`src/rtl/bus_pkg.sv`:
```
// bus_pkg: shared state/outcome types and index-width helper for the bus arbiter
package bus_pkg;
  typedef enum logic [1:0] {IDLE, BUS, RESP} bus_state_t;
  typedef enum logic {OK, ERR} bus_outcome_t;
  function automatic int idx_width(input int n);
    return n > 1 ? $clog2(n) : 1;
  endfunction
endpackage

```
`src/rtl/rr_arbiter.sv`:
```
// rr_arbiter: combinational round-robin pick starting just after the last grant
module rr_arbiter
  import bus_pkg::*;
#(
  parameter int NUM_PORTS = 2,
  localparam int GW = idx_width(NUM_PORTS)
) (
  input  logic [NUM_PORTS-1:0] req_i,
  input  logic [GW-1:0]        last_i,
  output logic [GW-1:0]        grant_o,
  output logic                 valid_o
);
  // scan downward so the nearest requester after last_i is written last and wins
  always_comb begin
    logic [GW-1:0] idx;
    idx = '0;
    grant_o = '0;
    for (int i = NUM_PORTS; i >= 1; i--) begin
      idx = GW'((int'(last_i) + i) % NUM_PORTS);
      if (req_i[idx]) grant_o = idx;
    end
    valid_o = |req_i;
  end
endmodule

```
`src/rtl/bus_arbiter.sv`:
```
// bus_arbiter: round-robin multi-port Wishbone-classic front end with ack watchdog
module bus_arbiter
  import bus_pkg::*;
#(
  parameter int NUM_PORTS = 2,
  parameter int ADDR_WIDTH = 32,
  parameter int DATA_WIDTH = 32,
  parameter int TIMEOUT_CYCLES = 255,
  localparam int SEL_WIDTH = DATA_WIDTH / 8,
  localparam int GW = idx_width(NUM_PORTS),
  localparam int CW = idx_width(TIMEOUT_CYCLES + 1)
) (
  input  logic                                  clk_i,
  input  logic                                  rst_i,
  input  logic [NUM_PORTS-1:0]                  req_i,
  input  logic [NUM_PORTS-1:0]                  req_we_i,
  input  logic [NUM_PORTS-1:0][ADDR_WIDTH-1:0]  req_adr_i,
  input  logic [NUM_PORTS-1:0][DATA_WIDTH-1:0]  req_data_i,
  input  logic [NUM_PORTS-1:0][SEL_WIDTH-1:0]   req_sel_i,
  output logic [NUM_PORTS-1:0]                  done_o,
  output logic [NUM_PORTS-1:0]                  err_o,
  output logic [DATA_WIDTH-1:0]                 rdata_o,
  input  logic                                  ack_i,
  input  logic [DATA_WIDTH-1:0]                 data_i,
  output logic [ADDR_WIDTH-1:0]                 adr_o,
  output logic [DATA_WIDTH-1:0]                 data_o,
  output logic [SEL_WIDTH-1:0]                  sel_o,
  output logic                                  we_o,
  output logic                                  stb_o,
  output logic [1:0]                            debug_state,
  output logic [GW-1:0]                         debug_grant
);
  bus_state_t             state_q;
  bus_outcome_t           outcome_q;
  logic [GW-1:0]          grant_q;
  logic [CW-1:0]          cnt_q;
  logic                   stb_q;
  logic                   we_q;
  logic [ADDR_WIDTH-1:0]  adr_q;
  logic [DATA_WIDTH-1:0]  data_q;
  logic [SEL_WIDTH-1:0]   sel_q;
  logic [DATA_WIDTH-1:0]  rdata_q;
  logic [GW-1:0]          grant_d;
  logic                   valid_d;
  logic [NUM_PORTS-1:0]   port_hot;

  rr_arbiter #(.NUM_PORTS(NUM_PORTS)) u_rr (
    .req_i  (req_i),
    .last_i (grant_q),
    .grant_o(grant_d),
    .valid_o(valid_d)
  );

  // grant_q doubles as last_grant: it only changes at a new grant, so in IDLE it is the last served port
  always_ff @(posedge clk_i) begin
    if (rst_i) begin
      state_q   <= IDLE;
      outcome_q <= OK;
      grant_q   <= GW'(NUM_PORTS - 1);
      cnt_q     <= '0;
      stb_q     <= 1'b0;
      we_q      <= 1'b0;
      adr_q     <= '0;
      data_q    <= '0;
      sel_q     <= '0;
      rdata_q   <= '0;
    end else begin
      case (state_q)
        IDLE: if (valid_d) begin
          grant_q <= grant_d;
          we_q    <= req_we_i[grant_d];
          adr_q   <= req_adr_i[grant_d];
          data_q  <= req_data_i[grant_d];
          sel_q   <= req_sel_i[grant_d];
          stb_q   <= 1'b1;
          cnt_q   <= '0;
          state_q <= BUS;
        end
        BUS: if (ack_i) begin
          if (!we_q) rdata_q <= data_i;
          stb_q     <= 1'b0;
          outcome_q <= OK;
          state_q   <= RESP;
        end else if (TIMEOUT_CYCLES != 0 && cnt_q == CW'(TIMEOUT_CYCLES - 1)) begin
          stb_q     <= 1'b0;
          outcome_q <= ERR;
          state_q   <= RESP;
        end else cnt_q <= cnt_q + 1'b1;
        default: state_q <= IDLE;
      endcase
    end
  end

  assign port_hot    = NUM_PORTS'(1) << grant_q;
  assign done_o      = (state_q == RESP && outcome_q == OK) ? port_hot : '0;
  assign err_o       = (state_q == RESP && outcome_q == ERR) ? port_hot : '0;
  assign rdata_o     = rdata_q;
  assign adr_o       = adr_q;
  assign data_o      = data_q;
  assign sel_o       = sel_q;
  assign we_o        = we_q;
  assign stb_o       = stb_q;
  assign debug_state = state_q;
  assign debug_grant = grant_q;
endmodule
```
`config.mk`:
```
export PLATFORM = sky130hd
export DESIGN_NAME = bus_arbiter
export DESIGN_NICKNAME = d
export VERILOG_FILES = /design/src/rtl/bus_pkg.sv /design/src/rtl/rr_arbiter.sv /design/src/rtl/bus_arbiter.sv
export SDC_FILE = /design/constraint.sdc
export NUM_CORES = 1
export LEC_CHECK = 0
export CAP_MARGIN = 10
export CORE_MARGIN = 3
export CORE_UTILIZATION = 39
export DETAILED_ROUTE_END_ITERATION = 10
export PLACE_DENSITY = 0.81
export SYNTH_ARGS = -nofsm -noshare
export SYNTH_HDL_FRONTEND = slang
export SYNTH_SLANG_ARGS = --single-unit
export TNS_END_PERCENT = 1
```
`constraint.sdc`:
```
create_clock -name clk_i -period 2.3 [get_ports clk_i]
set_input_delay 0.23 -clock clk_i [delete_from_list [all_inputs] [get_ports clk_i]]
set_output_delay 0.23 -clock clk_i [all_outputs]
set_load 0.03 [all_outputs]
```
# Word level (Yosys, flattened, before mapping)
# Index checks and enable logic that the tools add are counted.
[word_totals] ff_bits=114 output_inout_bits=109 in_bits=175
[op_classes] n_addsub=3 n_lt_le_gt_ge=3 shift=1 n_mux=30 eq_ne=7 reduce_logical=12 bitwise_logic=2
[op_table] cell="32-bit two-way mux" n=4
[op_table] cell="8-bit two-way mux" n=3
[op_table] cell="8-bit case mux with 2 select lines" n=1
[op_table] cell="1-bit two-way mux" n=13
[op_table] cell="2-bit two-way mux" n=5
[op_table] cell="8-bit by 1-bit adder with 8-bit output, second input constant" n=1
[op_table] cell="8-bit equality test, second input constant" n=1
[op_table] cell="4-bit two-way mux" n=2
[op_table] cell="1-bit by 2-bit < comparator with 1-bit output, second input constant" n=3
[op_table] cell="2-bit AND reduction" n=3
[op_table] cell="3-bit AND reduction" n=2
[op_table] cell="2-bit inequality test, second input constant" n=2
[op_table] cell="2-bit case mux with 2 select lines" n=1
[op_table] cell="4-bit AND reduction" n=1
[op_table] cell="2-bit nonzero test" n=2
[op_table] cell="3-bit inequality test, second input constant" n=1
[op_table] cell="1-bit adder, second input constant" n=2
[op_table] cell="2-bit by 1-bit equality test with 1-bit output, second input constant" n=1
[op_table] cell="2-bit equality test, second input constant" n=1
[op_table] cell="1-bit logical AND" n=2
[op_table] cell="2-bit logical NOT" n=1
[op_table] cell="2-bit by 1-bit inequality test with 1-bit output, second input constant" n=1
[op_table] cell="1-bit inverter" n=2
[op_table] cell="1-bit case mux with 2 select lines" n=1
[op_table] cell="other kinds (2)" n=2

# Depth between registers and ports, before layout
[depth] depth_word=7 depth_mapped=7

# Cells and area by module
# Synthesis repeated with hierarchy kept, for this count alone.
[hier_totals] hier_cells=530 area_unflattened_um2=4845.9
[by_module_without_submodules] mod="bus_arbiter" area_each_um2=4832.1 n_inst=1 cells_per_inst=528
[by_module_without_submodules] mod="rr_arbiter" area_each_um2=13.8 n_inst=1 cells_per_inst=2

# Least setup slack after synthesis
# Ideal clock, no wire load.
[synth_timing] kind="register -> output" startpoint="register state_q[1], in the netlist debug_state[1]" endpoint="output done_o[0]" setup_slack_ps=444 path_stages_with_launch=3 n_path_buf=0 arrival_ps=1626 cell_sequence="dfxtp_1 -> nor2b_1 -> nor3b_1"
[synth_via] elab_chain_len=3
[synth_lines] item="start, declared" line="bus_arbiter.sv:33" text="bus_state_t state_q;"
[synth_lines] item="start signal, assigned" line="bus_arbiter.sv:57" text="state_q <= IDLE;"
[synth_lines] item="start signal, assigned" line="bus_arbiter.sv:77" text="state_q <= BUS;"
[synth_lines] item="start signal, assigned" line="bus_arbiter.sv:83" text="state_q <= RESP;"
[synth_lines] item="2-bit equality test" line="bus_arbiter.sv:95" text="assign done_o = (state_q == RESP && outcome_q == OK) ? port_hot : '0;"
[synth_lines] item="1-bit logical AND" line="bus_arbiter.sv:95"
[synth_lines] item="2-bit two-way mux" line="bus_arbiter.sv:95"
[synth_lines] item="end, declared" line="bus_arbiter.sv:20" text="output logic [NUM_PORTS-1:0] done_o,"
# Every way passes these cells.

# Final worst setup path
[layout_timing] startpoint="register state_q[1], in the netlist debug_state[1]" endpoint="output err_o[1]"
[layout_via] elab_chain_len=3
[layout_lines] item="2-bit equality test" line="bus_arbiter.sv:96" text="assign err_o = (state_q == RESP && outcome_q == ERR) ? port_hot : '0;"
[layout_lines] item="1-bit logical AND" line="bus_arbiter.sv:96"
[layout_lines] item="2-bit two-way mux" line="bus_arbiter.sv:96"
[layout_lines] item="end, declared" line="bus_arbiter.sv:21" text="output logic [NUM_PORTS-1:0] err_o,"
# Every way passes these cells.

==> metrics.txt <==
height of the chip between 100 and 150 um; Die W approximately 120 um; first-pass GRT wire length 24.3 mm; Gate power share 0.241; H-tree lvl count 4; clk sinks 114; Core Rows 40; # Max-Cap Violations 0; All-Layer GR Usage 0.209; R2R Setup Slk ~0.53 ns; largest net degree at the start of global routing 67; dpl hpwl roughly 12 mm; clock tree buffer depth 2; Layout Nets roughly 980; Iter 0 DRT Violations approximately 250; Worst-Margin Slew around 0.76 ns; Root Driver clkbuf_16; HP Start data_i[31]; Final Non-Filler Cells 979; Antenna Cells 0; Critical R2R Capture cnt_q[3]$_SDFFE_PP0P_; HP Class input port to register; remaining routing DRC violations 0; layout cells sized above 1 0.0999; total CTS buffers 17; Power Dens Cells approximately 800 nW/um^2; Clock Skew ~0.0063 ns; critical path class register to output port; worst-path fanout max 4; min setup slack post-route roughly 0.15 ns; Reg-to-Reg Start cnt_q[0]$_SDFFE_PP0P_; Final Critical Period ~2.2 ns; Post-Syn Area 5040 um^2; Slew Viols, Final 0; Crit. End Element output port; Post-Route WL about 15 mm; Fill cells roughly 920; WHS Path Cells 3; RSZ-0062 raised after global routing false; synth top area cells dfxtp_1 45%, mux2i_1 14%, a211oi_1 7.0%; die area around 14,000 um^2; Reg area 2280 um^2; vias just under 5,000; CTS tree done; Max stage delay on crit path roughly 0.70 ns; most instantiated cells after synthesis 114 x dfxtp_1, 72 x nor2_1, 70 x mux2i_1; gr ovfl total 0; Synth Flop Type dfxtp_1; cts hold-fix bufs 0; Final Hold Fails 0; P_int 0.00492 W; CP required 2.07 ns; post-cts repair resize count 0; Initial Utilization 0.410; startpoint types register; top cell type's share of synthesized area 0.453; TNS Setup 0 ns; status finished, final reports clean; drt pass-1 iters 4; post-route antenna net violation count 0; pre-CTS setup slack approximately 0.21 ns; worst skew pair latency roughly 0.40 ns; cell taking the most area after synthesis dfxtp_1; synthesized net count 707; Inst Count DP about 950; slowest cell on the critical path clkdlybuf4s50_1; Final Cycle Share 0.936; Hold Path End rdata_o[31]$_SDFFE_PP0P_; ys async rst share 0; Synth Warn # 0; flops & latches, synth about 110; post-synth cell types 45; Worst Path Buf+Inv 1; PortBufs approximately 280; area grow syn2layout 71.6%; initial antenna violation count 0; Clk pwr share 0.426; register area share after synthesis 0.453; R2R cell count 6; Worst-path clk slew ~0.050 ns; gpl congestion roughly 0.83; Post CTS Setup Buffer Count 0; Switching Fraction 0.272; wire length per cell between 15 and 20 um; maximum VDD drop about 0.52 mV; Max Fclk approximately 460 MHz; critical-path cell list nor2b_1 -> and3_1 -> clkdlybuf4s50_1; Leakage around 3.2 nW; core area approximately 12,000 um^2; vias per cell 4.94; footprint of the multi-input gates approximately 2500 um^2; number of enable flip-flop cells after synthesis 0; Synth Area per Inst approximately 9.5 um^2; Cells after Synth between 500 and 600; relative slew slack 0.496; CP top delay family buffers and inverters; top-count cell post-synth dfxtp_1; number of global-route vias before repair 4,863; Flop pwr share 0.333; Psw approximately 0.0018 W; Setup Viol. Count Final 0; # IOs 284; CP arrival 1.92 ns
[worst reg2reg max path, delay by kind of cell (launching register included)]
kind / cells / cell delay [ns]
and+or+nand+nor: 3 / 0.87
DFF: 1 / 0.38
adders and majority gates: 1 / 0.23
AOI/OAI and AO/OA: 1 / 0.15
buffers and inverters: 1 / 0.08
[placed cells by master (no fill, tap or decap), types with 2 or more instances in the layout]
| cell | Yosys | layout |
|---|---|---|
| ha_1 | 2 | 2 |
| inv_1 | 3 | 3 |
| buf_4 | 0 | 5 |
| clkbuf_8 | 0 | 2 |
| o31ai_1 | 3 | 3 |
| and3_4 | 2 | 2 |
| nand3_1 | 4 | 4 |
| or3_2 | 2 | 2 |
| nor2_1 | 72 | 72 |
| dfxtp_1 | 114 | 114 |
| a211oi_2 | 24 | 24 |
| a21oi_1 | 41 | 41 |
| nand2_1 | 68 | 68 |
| bufinv_16 | 0 | 5 |
| clkinv_4 | 0 | 2 |
| and3b_1 | 2 | 2 |
| clkdlybuf4s50_1 | 0 | 282 |
| clkinvlp_4 | 0 | 4 |
| a211oi_1 | 47 | 47 |
| mux2i_1 | 70 | 70 |
| a41oi_1 | 2 | 2 |
| buf_12 | 0 | 7 |
| clkbuf_16 | 0 | 17 |
| clkinv_2 | 0 | 2 |
| o21ai_0 | 4 | 4 |
[final cells by class]
cell class,instances,area share
Timing Repair Buffer,294,0.347
Sequential cell,114,0.264
Tap cell,168,0.0243
Clock inverter,13,0.0240
Inverter,3,0.00130
Multi-Input combinational cell,368,0.288
Clock buffer,19,0.0523
[worst max-delay path by stage]
| stage | start | to | slack (ns) | depth (start not counted) |
|---|---|---|---|---|
| after floorplan | debug_state[1]$_SDFFE_PP0P_ | done_o[0] | 0.44 | 2 |
| after global placement | req_i[0] | adr_o[6]$_SDFFE_PP0P_ | 0.31 | 7 |
| after detailed placement | req_i[0] | adr_o[3]$_SDFFE_PP0P_ | 0.21 | 7 |
| after CTS | debug_state[1]$_SDFFE_PP0P_ | err_o[1] | 0.12 | 3 |
| after global routing | debug_state[1]$_SDFFE_PP0P_ | done_o[0] | 0.02 | 3 |
| final | debug_state[1]$_SDFFE_PP0P_ | err_o[1] | 0.15 | 3 |
[per-layer routing]
metal	vias up	wire [um]	GRT usage	part of all wire
met5	-	0	0	0
met2	189	8150	0.391	0.53
met1	2210	5700	0.221	0.37
li1	2418	-	-	-
met4	0	261	0.0644	0.017
met3	19	1230	0.0702	0.080
[registers in the layout, indices dropped and copies added, names as in the netlist, 2 cells and up]
name and cells:
data_o 32, cnt_q 8, debug_state 2, adr_o 32
sel_o 4, rdata_o 32
[cell families after synthesis]
family / share of synthesized area
flip-flops: 0.453
AND/OR/NAND/NOR: 0.145
adder cells (fa/ha/maj): 0.00496
multiplexers: 0.139
AO/OA/AOI/OAI: 0.201
buffers and inverters: 0.0571
[per-stage QoR]
step,utilization,area [um^2],hold slack [ns],power (W)
floorplan,-,5040,0.327,0.00317
global placement,0.649,7990,0.443,0.00389
detailed placement,0.649,7990,0.448,0.00393
CTS,0.703,8650,0.367,0.00683
global route,0.703,8650,0.386,0.00702
finish,0.703,8650,0.383,0.00676
[power groups by stage]
stage          registers, W  logic [W]  clock network (W)
6_report            0.00225    0.00163            0.00288
2_1_floorplan       0.00261   0.000560                  0
4_1_cts             0.00225    0.00165            0.00293
3_3_place_gp        0.00228    0.00161                  0
5_1_grt             0.00227    0.00174            0.00301
3_5_place_dp        0.00229    0.00165                  0
(Power assumes the default switching activity.)
